==> src/rtl/ext_bus_pkg.sv <==
// ext_bus_pkg: shared definitions for the off-chip expansion bus bridge.
// Holds the bridge FSM states, the frame header layout and small byte helpers.
package ext_bus_pkg;

    typedef enum logic [2:0] {
        IDLE,
        HDR,
        ADDR,
        DATA,
        WAIT,
        RDATA,
        DONE
    } state_e;

    localparam int HDR_START_BIT = 7;
    localparam int HDR_WE_BIT    = 0;
    localparam int HDR_SEL_MSB   = 4;
    localparam int HDR_SEL_LSB   = 1;
    localparam int HDR_ERR_BIT   = 0;

    localparam logic [7:0] IDLE_BYTE = 8'h00;

    localparam int WORD_BYTES = 4;

    // Builds the request header byte: start marker, byte selects and direction.
    function automatic logic [7:0] make_hdr(input logic we, input logic [3:0] sel);
        logic [7:0] hdr;
        hdr = IDLE_BYTE;
        hdr[HDR_START_BIT] = 1'b1;
        hdr[HDR_SEL_MSB:HDR_SEL_LSB] = sel;
        hdr[HDR_WE_BIT] = we;
        return hdr;
    endfunction

    // Picks byte idx of a 32-bit word, little-endian order.
    function automatic logic [7:0] word_byte(input logic [31:0] word, input logic [1:0] idx);
        return word[8*idx +: 8];
    endfunction

endpackage

==> src/rtl/ext_bus_rx.sv <==
// ext_bus_rx: inbound side of the expansion bus bridge.
// Registers the inbound pads every clock, checks odd parity on the bytes the
// master consumes, flags response headers and assembles the 32-bit read word.
module ext_bus_rx
    import ext_bus_pkg::*;
(
    input  logic        clk,
    input  logic        rst,
    input  logic        sample_en,
    input  logic        wait_hdr,
    input  logic        rdata_phase,
    input  logic        clear,
    input  logic [7:0]  ib_data,
    input  logic        ib_pty,
    output logic        hdr_valid,
    output logic        hdr_err,
    output logic [31:0] data_word,
    output logic        data_valid,
    output logic        pty_err
);

    logic [7:0]  ib_data_q;
    logic        ib_pty_q;
    logic [31:0] data_word_q, data_word_d;
    logic [1:0]  byte_cnt_q, byte_cnt_d;
    logic        pty_err_q, pty_err_d;
    logic        byte_bad;
    logic        hdr_take;
    logic        data_take;
    logic [31:0] word_merge;

    // Classify the registered inbound byte and work out what gets consumed.
    always_comb begin
        byte_bad  = (ib_pty_q != ~^ib_data_q);
        hdr_take  = sample_en & wait_hdr & ib_data_q[HDR_START_BIT];
        data_take = sample_en & rdata_phase;

        word_merge = data_word_q;
        word_merge[8*byte_cnt_q +: 8] = ib_data_q;

        data_word_d = data_word_q;
        byte_cnt_d  = byte_cnt_q;
        pty_err_d   = pty_err_q;
        if (clear) begin
            byte_cnt_d = '0;
            pty_err_d  = 1'b0;
        end else begin
            if ((hdr_take | data_take) & byte_bad) begin
                pty_err_d = 1'b1;
            end
            if (data_take) begin
                data_word_d = word_merge;
                byte_cnt_d  = byte_cnt_q + 2'd1;
            end
        end
    end

    assign hdr_valid  = hdr_take;
    assign hdr_err    = ib_data_q[HDR_ERR_BIT];
    assign data_valid = data_take & (byte_cnt_q == 2'(WORD_BYTES - 1));
    assign data_word  = word_merge;
    assign pty_err    = pty_err_q | ((hdr_take | data_take) & byte_bad);

    // Inbound pad register plus the sticky parity flag and word assembly state.
    always_ff @(posedge clk) begin
        if (rst) begin
            ib_data_q   <= IDLE_BYTE;
            ib_pty_q    <= 1'b1;
            data_word_q <= '0;
            byte_cnt_q  <= '0;
            pty_err_q   <= 1'b0;
        end else begin
            ib_data_q   <= ib_data;
            ib_pty_q    <= ib_pty;
            data_word_q <= data_word_d;
            byte_cnt_q  <= byte_cnt_d;
            pty_err_q   <= pty_err_d;
        end
    end

endmodule

==> src/rtl/ext_bus_master.sv <==
// ext_bus_master: bridges one classic Wishbone transaction onto microwatt's
// byte-serial off-chip expansion bus and collects the response frame.
// Optional build macro EXT_BUS_TIMEOUT_EN: abandon a missing response header
// after TIMEOUT_CYCLES clocks and finish the cycle with wb_err.
module ext_bus_master
    import ext_bus_pkg::*;
#(
    parameter int ADDR_W         = 30,
    parameter int TIMEOUT_CYCLES = 1023
) (
    input  logic              clk,
    input  logic              rst,
    input  logic              wb_cyc,
    input  logic              wb_stb,
    input  logic              wb_we,
    input  logic [3:0]        wb_sel,
    input  logic [ADDR_W-1:0] wb_adr,
    input  logic [31:0]       wb_dat_w,
    output logic [31:0]       wb_dat_r,
    output logic              wb_ack,
    output logic              wb_err,
    output logic              oib_clk,
    output logic [7:0]        ob_data,
    output logic              ob_pty,
    input  logic [7:0]        ib_data,
    input  logic              ib_pty
);

    if (TIMEOUT_CYCLES < 1) begin : g_bad_timeout
        $error("ext_bus_master: TIMEOUT_CYCLES must be at least 1");
    end

    state_e      state_q, state_d;
    logic        oib_clk_q;
    logic [7:0]  ob_data_q, ob_data_d;
    logic [1:0]  tx_cnt_q, tx_cnt_d;
    logic        we_q, we_d;
    logic [3:0]  sel_q, sel_d;
    logic [31:0] adr_q, adr_d;
    logic [31:0] dat_q, dat_d;
    logic        rem_err_q, rem_err_d;
    logic        cyc_lost_q, cyc_lost_d;
    logic [31:0] dat_r_q, dat_r_d;

    logic        beat;
    logic        hdr_valid;
    logic        hdr_err;
    logic [31:0] data_word;
    logic        data_valid;
    logic        pty_err;
    logic        timeout_hit;
    logic        fail;
    logic        done_live;

    // A beat is the cycle in which the forwarded clock is about to fall; the
    // inbound byte captured on its rising edge is also evaluated in this cycle.
    assign beat = oib_clk_q;

    ext_bus_rx u_rx (
        .clk         (clk),
        .rst         (rst),
        .sample_en   (oib_clk_q),
        .wait_hdr    (state_q == WAIT),
        .rdata_phase (state_q == RDATA),
        .clear       (state_q == IDLE),
        .ib_data     (ib_data),
        .ib_pty      (ib_pty),
        .hdr_valid   (hdr_valid),
        .hdr_err     (hdr_err),
        .data_word   (data_word),
        .data_valid  (data_valid),
        .pty_err     (pty_err)
    );

`ifdef EXT_BUS_TIMEOUT_EN
    localparam int TO_W = $clog2(TIMEOUT_CYCLES + 1);

    logic [TO_W-1:0] to_cnt_q, to_cnt_d;

    // Count clocks spent waiting for a response header; restart on every entry.
    always_comb begin
        to_cnt_d = '0;
        if (state_q == WAIT) begin
            to_cnt_d = to_cnt_q + 1'b1;
        end
    end

    assign timeout_hit = (state_q == WAIT) && (to_cnt_q == TO_W'(TIMEOUT_CYCLES - 1));

    // Timeout counter register.
    always_ff @(posedge clk) begin
        if (rst) begin
            to_cnt_q <= '0;
        end else begin
            to_cnt_q <= to_cnt_d;
        end
    end
`else
    assign timeout_hit = 1'b0;
`endif

    assign fail      = rem_err_q | pty_err;
    assign done_live = (state_q == DONE) && !cyc_lost_q && wb_cyc;

    // Next-state, transmit byte and request latching for the bridge FSM.
    always_comb begin
        state_d    = state_q;
        ob_data_d  = ob_data_q;
        tx_cnt_d   = tx_cnt_q;
        we_d       = we_q;
        sel_d      = sel_q;
        adr_d      = adr_q;
        dat_d      = dat_q;
        rem_err_d  = rem_err_q;
        cyc_lost_d = cyc_lost_q;
        dat_r_d    = dat_r_q;

        if ((state_q != IDLE) && !wb_cyc) begin
            cyc_lost_d = 1'b1;
        end

        case (state_q)
            IDLE: begin
                cyc_lost_d = 1'b0;
                rem_err_d  = 1'b0;
                if (beat) begin
                    ob_data_d = IDLE_BYTE;
                end
                if (wb_cyc && wb_stb) begin
                    we_d  = wb_we;
                    sel_d = wb_sel;
                    adr_d = '0;
                    adr_d[ADDR_W-1:0] = wb_adr;
                    dat_d = wb_dat_w;
                    state_d = HDR;
                end
            end
            HDR: begin
                if (beat) begin
                    ob_data_d = make_hdr(we_q, sel_q);
                    tx_cnt_d  = '0;
                    state_d   = ADDR;
                end
            end
            ADDR: begin
                if (beat) begin
                    ob_data_d = word_byte(adr_q, tx_cnt_q);
                    tx_cnt_d  = tx_cnt_q + 2'd1;
                    if (tx_cnt_q == 2'(WORD_BYTES - 1)) begin
                        state_d = we_q ? DATA : WAIT;
                    end
                end
            end
            DATA: begin
                if (beat) begin
                    ob_data_d = word_byte(dat_q, tx_cnt_q);
                    tx_cnt_d  = tx_cnt_q + 2'd1;
                    if (tx_cnt_q == 2'(WORD_BYTES - 1)) begin
                        state_d = WAIT;
                    end
                end
            end
            WAIT: begin
                if (beat) begin
                    ob_data_d = IDLE_BYTE;
                end
                if (hdr_valid) begin
                    rem_err_d = hdr_err;
                    state_d   = (!we_q && !hdr_err) ? RDATA : DONE;
                end else if (timeout_hit) begin
                    rem_err_d = 1'b1;
                    state_d   = DONE;
                end
            end
            RDATA: begin
                if (beat) begin
                    ob_data_d = IDLE_BYTE;
                end
                if (data_valid) begin
                    state_d = DONE;
                    if (!rem_err_q && !pty_err && !cyc_lost_q && wb_cyc) begin
                        dat_r_d = data_word;
                    end
                end
            end
            DONE: begin
                if (beat) begin
                    ob_data_d = IDLE_BYTE;
                end
                state_d = IDLE;
            end
            default: begin
                state_d = IDLE;
            end
        endcase
    end

    // Bridge state, forwarded bus clock and transmit registers.
    always_ff @(posedge clk) begin
        if (rst) begin
            state_q    <= IDLE;
            oib_clk_q  <= 1'b0;
            ob_data_q  <= IDLE_BYTE;
            tx_cnt_q   <= '0;
            we_q       <= 1'b0;
            sel_q      <= '0;
            adr_q      <= '0;
            dat_q      <= '0;
            rem_err_q  <= 1'b0;
            cyc_lost_q <= 1'b0;
            dat_r_q    <= '0;
        end else begin
            state_q    <= state_d;
            oib_clk_q  <= ~oib_clk_q;
            ob_data_q  <= ob_data_d;
            tx_cnt_q   <= tx_cnt_d;
            we_q       <= we_d;
            sel_q      <= sel_d;
            adr_q      <= adr_d;
            dat_q      <= dat_d;
            rem_err_q  <= rem_err_d;
            cyc_lost_q <= cyc_lost_d;
            dat_r_q    <= dat_r_d;
        end
    end

    assign oib_clk  = oib_clk_q;
    assign ob_data  = ob_data_q;
    assign ob_pty   = ~^ob_data_q;
    assign wb_dat_r = dat_r_q;
    assign wb_ack   = done_live && !fail;
    assign wb_err   = done_live && fail;

endmodule

==> config.mk <==
export PLATFORM = sky130hd
export DESIGN_NAME = ext_bus_master
export DESIGN_NICKNAME = d
export VERILOG_FILES = /design/src/rtl/ext_bus_pkg.sv /design/src/rtl/ext_bus_rx.sv /design/src/rtl/ext_bus_master.sv
export SDC_FILE = /design/constraint.sdc
export NUM_CORES = 1
export LEC_CHECK = 0
export ABC_AREA = 1
export BUFFER_PORTS_ARGS = -buffer_cell sky130_fd_sc_hd__buf_2
export CORE_ASPECT_RATIO = 2
export CORE_MARGIN = 2
export CORE_UTILIZATION = 40
export DETAILED_ROUTE_END_ITERATION = 10
export GPL_TIMING_DRIVEN = 0
export PLACE_DENSITY = 0.58
export SYNTH_ARGS = -nofsm -noshare
export SYNTH_HDL_FRONTEND = slang
export SYNTH_SLANG_ARGS = --single-unit
==> constraint.sdc <==
create_clock -name clk -period 2.42 [get_ports clk]
set_input_delay 0.121 -clock clk [delete_from_list [all_inputs] [get_ports clk]]
set_output_delay 0.121 -clock clk [all_outputs]
set_load 0.01 [all_outputs]
# ---- Word-level counts from Yosys, hierarchy flattened
# Index checks and enable logic that the tools add are counted.
dict set report op_classes {
  eq_ne 19
  mux 22
  shift 4
  reduce_logical 34
  add_sub_neg 3
  bitwise 10
}
# cell count
set op_table {}
lappend op_table {{$shiftx 32x6->8} 2}
lappend op_table {{$neg 5->34} 1}
lappend op_table {{$shift 8x34->32 const A} 1}
lappend op_table {{$shiftx 8x34->32} 1}
lappend op_table {{$bwmux 32} 1}
lappend op_table {{$mux 8} 4}
lappend op_table {{$pmux 8 s4} 1}
lappend op_table {{$mux 3} 9}
lappend op_table {{$pmux 3 s6} 1}
lappend op_table {{$ne 2x2->1 const B} 8}
lappend op_table {{$reduce_xnor 8->1} 2}
lappend op_table {{$logic_and 1x1->1} 10}
lappend op_table {{$eq 3x3->1 const B} 3}
lappend op_table {{$reduce_and 8->1} 1}
lappend op_table {{$logic_not 1->1} 7}
lappend op_table {{$eq 3x2->1 const B} 2}
lappend op_table {{$mux 2} 3}
lappend op_table {{$reduce_and 2->1} 3}
lappend op_table {{$reduce_and 3->1} 2}
lappend op_table {{$and 1x1->1} 5}
lappend op_table {{$reduce_and 5->1} 1}
lappend op_table {{$add 2x1->2 const B} 2}
lappend op_table {{$eq 2x2->1 const B} 2}
lappend op_table {{$ne 2x1->1 const B} 2}
lappend op_table {{13 further kinds} 18}
dict set report word_totals {
  elab_cells 108
  in_bits 80
  ff_bits 159
  output_inout_bits 44
}

# ---- Longest topological paths before layout
dict set report depth {
  depth_word 11
  ltp_mapped 15
  mapped_depth_nobuf 14
}

# ---- Cells and area by module
# Synthesis repeated with hierarchy kept, for this count alone.
dict set report unflattened {
  cells_unflattened 1016
  hier_area_um2 7365.8
}
# mod area_per_inst_um2 n_inst seq_area_each_um2 cells_per_inst
set by_module_without_submodules {}
lappend by_module_without_submodules {ext_bus_master 5002.3 1 2302.2 692}
lappend by_module_without_submodules {ext_bus_rx 2363.5 1 880.8 324}

# ---- Worst setup path after synthesis
# Ideal clock, no wire load.
dict set report synth_path {
  path_kind {flip-flop to flip-flop}
  start {register u_rx.byte_cnt_q[0]}
  end {register u_rx.data_word_q[0]}
  path_slack_ns 0.482
  n_path_buf 2
  t_arrival_ns 1.852
  stages_incl_launch_ff 9
  required_time_ns 2.334
  cell_sequence {dfxtp_1 -> inv_1 -> clkbuf_1 -> ha_1 -> clkbuf_1 -> nand4_1 -> o22ai_1 -> nor2_1 -> a211oi_1}
}
dict set report synth_between {
  elab_chain_len 3
  elab_cells_between_ends 4
  cone_classes {add/sub: 1; shift: 2; mux: 1}
}
# item line_no
set synth_rtl {}
lappend synth_rtl {{start, declared} ext_bus_rx.sv:25} ;# logic [1:0] byte_cnt_q, byte_cnt_d;
lappend synth_rtl {{start signal, assigned} ext_bus_rx.sv:76} ;# byte_cnt_q <= byte_cnt_d;
lappend synth_rtl {{$neg 5->34 (*)} ext_bus_rx.sv:39} ;# word_merge[8*byte_cnt_q +: 8] = ib_data_q;
lappend synth_rtl {{$shiftx 8x34->32 or $shift 8x34->32 (tied branches)} ext_bus_rx.sv:39}
lappend synth_rtl {{$bwmux 32 (*)} ext_bus_rx.sv:39}
lappend synth_rtl {{end signal, assigned} ext_bus_rx.sv:75} ;# data_word_q <= data_word_d;
lappend synth_rtl {{end, declared} ext_bus_rx.sv:24} ;# logic [31:0] data_word_q, data_word_d;
# Mark *: on every way between the ends. The rest lies on a longest branch, timed or not.
# A chain may end at the register's enable or synchronous reset.

# ---- Final worst setup path
dict set report layout_path {
  start {register state_q[1]}
  end {register ob_data_q[0] (netlist: ob_data[0])}
}
dict set report layout_between {
  elab_chain_len 4
  elab_cells_between_ends 15
  cone_classes {eq/ne: 10; mux: 1; reduce/logical: 4}
}
# item line_no
set layout_rtl {}
lappend layout_rtl {{start, declared} ext_bus_master.sv:33} ;# state_e state_q, state_d;
lappend layout_rtl {{start signal, assigned} ext_bus_master.sv:213} ;# state_q <= state_d;
lappend layout_rtl {{$eq 3x3->1 or $logic_not 3->1 (tied branches)} ext_bus_master.sv:122} ;# case (state_q)
lappend layout_rtl {{$reduce_or 4->1 (no line)} n/a}
lappend layout_rtl {{$ne 2x1->1 (no line) or $reduce_bool 4->1 (tied branches)} n/a}
lappend layout_rtl {{$reduce_and 5->1 (no line)} n/a}
lappend layout_rtl {{end signal, assigned} ext_bus_master.sv:215} ;# ob_data_q <= ob_data_d;
lappend layout_rtl {{end, declared} ext_bus_master.sv:35} ;# logic [7:0] ob_data_q, ob_data_d;
# Parallel ways exist; a longest one is shown, timed or not.

==> results.txt <==
----------------------------------------------------
[Status]
  Outcome ... finished, final reports clean

[Die]
  Die Outline Area ... 19500 um^2
  Initial core utilization ... 0.405
  Std-Cell Rows ... 70
  Die Height ... 196 um
  Floorplan die width ... between 90 and 100 um
  Core area ... approximately 18000 um^2
  Boundary pin count ... between 100 and 150

[Min path]
  Classification of the worst-slack hold path ... primary input to flip-flop

[Run]
  Count of max-cap constraint violations ... 0

[Timing]
  Post-route clock skew ... roughly 0.013 ns
  Unrepaired setup endpoints after global routing ... false
  Highest clock rate ... 0.420 GHz
  Setup violation total in the final timing report ... 0
  Fin Setup TNS ... 0 ns
  Final Slew Violations ... 0
  Final critical delay including setup and external delays ... between 2 and 2.5 ns
  Tightest hold margin ... about 0.0042 ns
  Worst-Margin Slew ... just over 0.8 ns
  Hold Vio Cnt, Final ... 0
  Max-slew headroom at the worst pin ... 0.458
  Final critical-path share of the clock period ... 0.985

[Synthesis]
  Share of the synthesized area in the top cell type ... 0.433
  Library cell occupying the most area in the post-synthesis netlist ... sky130_fd_sc_hd__dfxtp_1
  Total of flip-flops plus latches after synthesis ... 159
  Number of cells produced by synthesis ... ~1000
  Total nets after synthesis ... roughly 1100
  Cell variety after synth ... 40
  Fraction of the yosys area taken by sequential cells ... 0.433
  Post-Syn Area per Cell ... approximately 7 um^2
  Warnings, synthesis ... 0
  Synthesized area ... ~7300 um^2
  Largest cells by area after synthesis ... sky130_fd_sc_hd__dfxtp_1, sky130_fd_sc_hd__a21oi_1, sky130_fd_sc_hd__nand2_1

[GRT]
  GRT overflow ... 0
  Pin count of the biggest net entering global routing ... 17
  Initial antenna violation count ... 0
  Total global routing track utilization ... 0.248
  Global-route wire length before repair ... between 30000 and 40000 um
  Vias in the first global route ... ~7300

[Power]
  Share of total power in combinational logic ... 0.215
  Power density relative to cell area ... around 780 nW/um^2
  Clock network fraction of total power ... 0.374
  Maximum resistive drop on vdd ... about 0.00060 V
  Internal power summed over all cells ... 5.10 mW
  Part of the power in registers ... 0.412
  Net switching component of the power ... about 2.3 mW
  Leakage power ... between 4 and 5 nW
  Fraction of power spent switching nets ... 0.308

[Place]
  Post-detailed-placement half-perimeter wirelength ... ~18000 um
  Number of I/O port buffers ... 122
  Weighted congestion reported at the end of routability-driven placement ... roughly 0.94

[Clock network]
  CTS clock-pin slew for the worst setup and hold paths ... 0.06 ns
  Clock latency on the worst-skew pair ... 0.44 ns
  Clock root buffer ... sky130_fd_sc_hd__clkbuf_16
  CTS Buffer Depth ... 2
  CTS tree ... done
  H-tree levels ... 4
  # clock sinks ... 159
  Total clock buffers created by CTS ... 17

[Final layout]
  Final-stage net count ... between 1000 and 1500
  Most frequent standard cell in the layout excluding fill and tap cells ... sky130_fd_sc_hd__nand2_1
  Highest-count cells in the layout ignoring fill and taps ... sky130_fd_sc_hd__nand2_1, sky130_fd_sc_hd__dfxtp_1, sky130_fd_sc_hd__inv_1
  Ant. Diodes ... 0
  Synth-to-layout area growth ... 29.1%
  Fraction of layout instances using a drive strength above 1 ... 0.154

[Critical path]
  Worst-case reg-to-reg path depth ... 10
  Setup crit start ... state_q[1]$_SDFFE_PP0P_
  Reg-to-reg critical path endpoint ... ob_data[0]$_SDFFE_PP0P_
  Slack of the worst reg-to-reg path ... approximately 0.036 ns
  Capturing element of the worst setup path ... ob_data[0]$_SDFFE_PP0P_
  Signal arrival time at the worst endpoint ... about 2.7 ns
  Endpoint kind of the worst setup timing path ... flip-flop
  Start of the worst register-to-register path ... state_q[1]$_SDFFE_PP0P_
  Critical path fanouts, max ... 10
  Startpoint-to-endpoint class of the critical path ... flip-flop to flip-flop
  Kind of start point of the critical path ... flip-flop
  Required time of the critical path ... 2.73 ns

[Detailed routing]
  Violation count after the first detailed-route iteration ... around 240
  Count of TritonRoute iterations in the first routing pass ... 4
  Detailed-route wire length per cell ... between 15 and 20 um
  Average via count per standard cell ... ~5
  DRC violation count after routing ... 0
  Number of nets with antenna violations after detailed routing ... 0
  Number of vias in the routed layout ... around 7400
  WL final ... approximately 24000 um

----------------------------------------------------
-- worst max-delay path, stage by stage, from the launching register on --
cell and delay (ns):
sky130_fd_sc_hd__dfxtp_1 0.48, sky130_fd_sc_hd__inv_2 0.11, sky130_fd_sc_hd__nor2_8 0.19, sky130_fd_sc_hd__inv_4 0.08
sky130_fd_sc_hd__nor2_8 0.15, sky130_fd_sc_hd__inv_4 0.09, sky130_fd_sc_hd__clkbuf_1 0.25, sky130_fd_sc_hd__o21ai_0 0.49
sky130_fd_sc_hd__nand3_1 0.13, sky130_fd_sc_hd__nand3_1 0.20, sky130_fd_sc_hd__a21oi_2 0.07
-- Yosys cell counts, drive strengths merged --
cell	n
or2	1
clkinv	2
nor2	121
o21bai	1
o211ai	1
a211oi	9
xnor2	6
dfxtp	159
buf	21
o21ai	94
a21oi	139
ha	6
a32o	3
a21boi	8
o21a	8
nand4	4
o221ai	1
xor2	2
a31oi	2
o22ai	9
nor3	4
clkbuf	39
nand2	178
a22oi	5
inv	153
nand3	68
a2bb2oi	1
-- registers in the layout (all words and copies together) (netlist names) --
register,count
u_rx.data_word_q,32
u_rx.ib_pty_q,1
wb_dat_r,32
sel_q,4
ob_data,8
state_q,3
u_rx.pty_err_q,1
cyc_lost_q,1
oib_clk,1
rem_err_q,1
u_rx.ib_data_q,8
dat_q,32
u_rx.byte_cnt_q,2
adr_q,30
tx_cnt_q,2
we_q,1
-- worst min-delay path by stage --
stage / from / endpoint / slack (ns) / depth (start not counted)
6_report: wb_dat_w[22] / dat_q[22]$_SDFFE_PP0P_ / 0.004 / 3
3_3_place_gp: ib_data[4] / u_rx.ib_data_q[4]$_SDFF_PP0_ / 0.33 / 3
5_1_grt: wb_dat_w[13] / dat_q[13]$_SDFFE_PP0P_ / 0.02 / 3
3_5_place_dp: ib_pty / u_rx.ib_pty_q$_SDFF_PP1_ / 0.33 / 2
2_1_floorplan: ib_pty / u_rx.ib_pty_q$_SDFF_PP1_ / 0.22 / 1
4_1_cts: wb_dat_w[22] / dat_q[22]$_SDFFE_PP0P_ / 0.005 / 3
-- logic make-up after synthesis --
logic type               count (synthesis)  share of synthesized area
XOR/XNOR                                 8                    0.00954
AND/OR/NAND/NOR                        376                      0.217
flip-flops                             159                      0.433
AO/OA/AOI/OAI                          281                      0.210
buffers and inverters                  215                      0.120
adder cells (fa/ha/maj)                  6                     0.0102
-- cell type report --
cell class	instances	area [um^2]
multi-input combinational	671	3290
sequential	159	3180
clock inverter	10	139
inverter	155	589
tap	216	270
buffer	60	293
fill	1827	8640
clock buffer	20	457
timing repair buffer	188	1270
-- per-stage QoR --
step                setup WS, ns  cell area, um^2   util  power, mW  std cells
floorplan                  0.482             7350      -       4.06       1045
global placement          -0.106             8230  0.454       4.55       1383
detailed placement       -0.0997             8230  0.454       4.56       1383
CTS                       0.0170             9480  0.523       7.39       1479
global route              0.0105             9490  0.523       7.69       1479
finish                    0.0363             9490  0.523       7.36       1479
-- routing by layer --
layer | global-route usage | part of all wire | vias to the layer above
met3 | 0.0381 | 0.034 | 74
li1 | - | - | 3764
met2 | 0.499 | 0.58 | 198
met4 | 0.141 | 0.051 | 0
met5 | 0 | 0 | -
met1 | 0.223 | 0.34 | 3360
-- power by group through the flow --
stage | registers, mW | logic [mW] | clock network, mW
3_3_place_gp | 3.08 | 1.47 | 0
5_1_grt | 3.06 | 1.75 | 2.88
3_5_place_dp | 3.08 | 1.48 | 0
2_1_floorplan | 3.04 | 1.02 | 0
4_1_cts | 3.03 | 1.57 | 2.80
6_report | 3.03 | 1.58 | 2.75
-- timing repair --
action | in CTS | in global routing
buffers inserted | 1 | 0
endpoints found under the setup margin | 15 | 3
pin swaps | 1 | 0
endpoints found under the hold margin | 65 | 0
resized for setup | 1 | 3
hold buffers | 65 | 0
No activity file was read; power rests on OpenSTA's default activity.
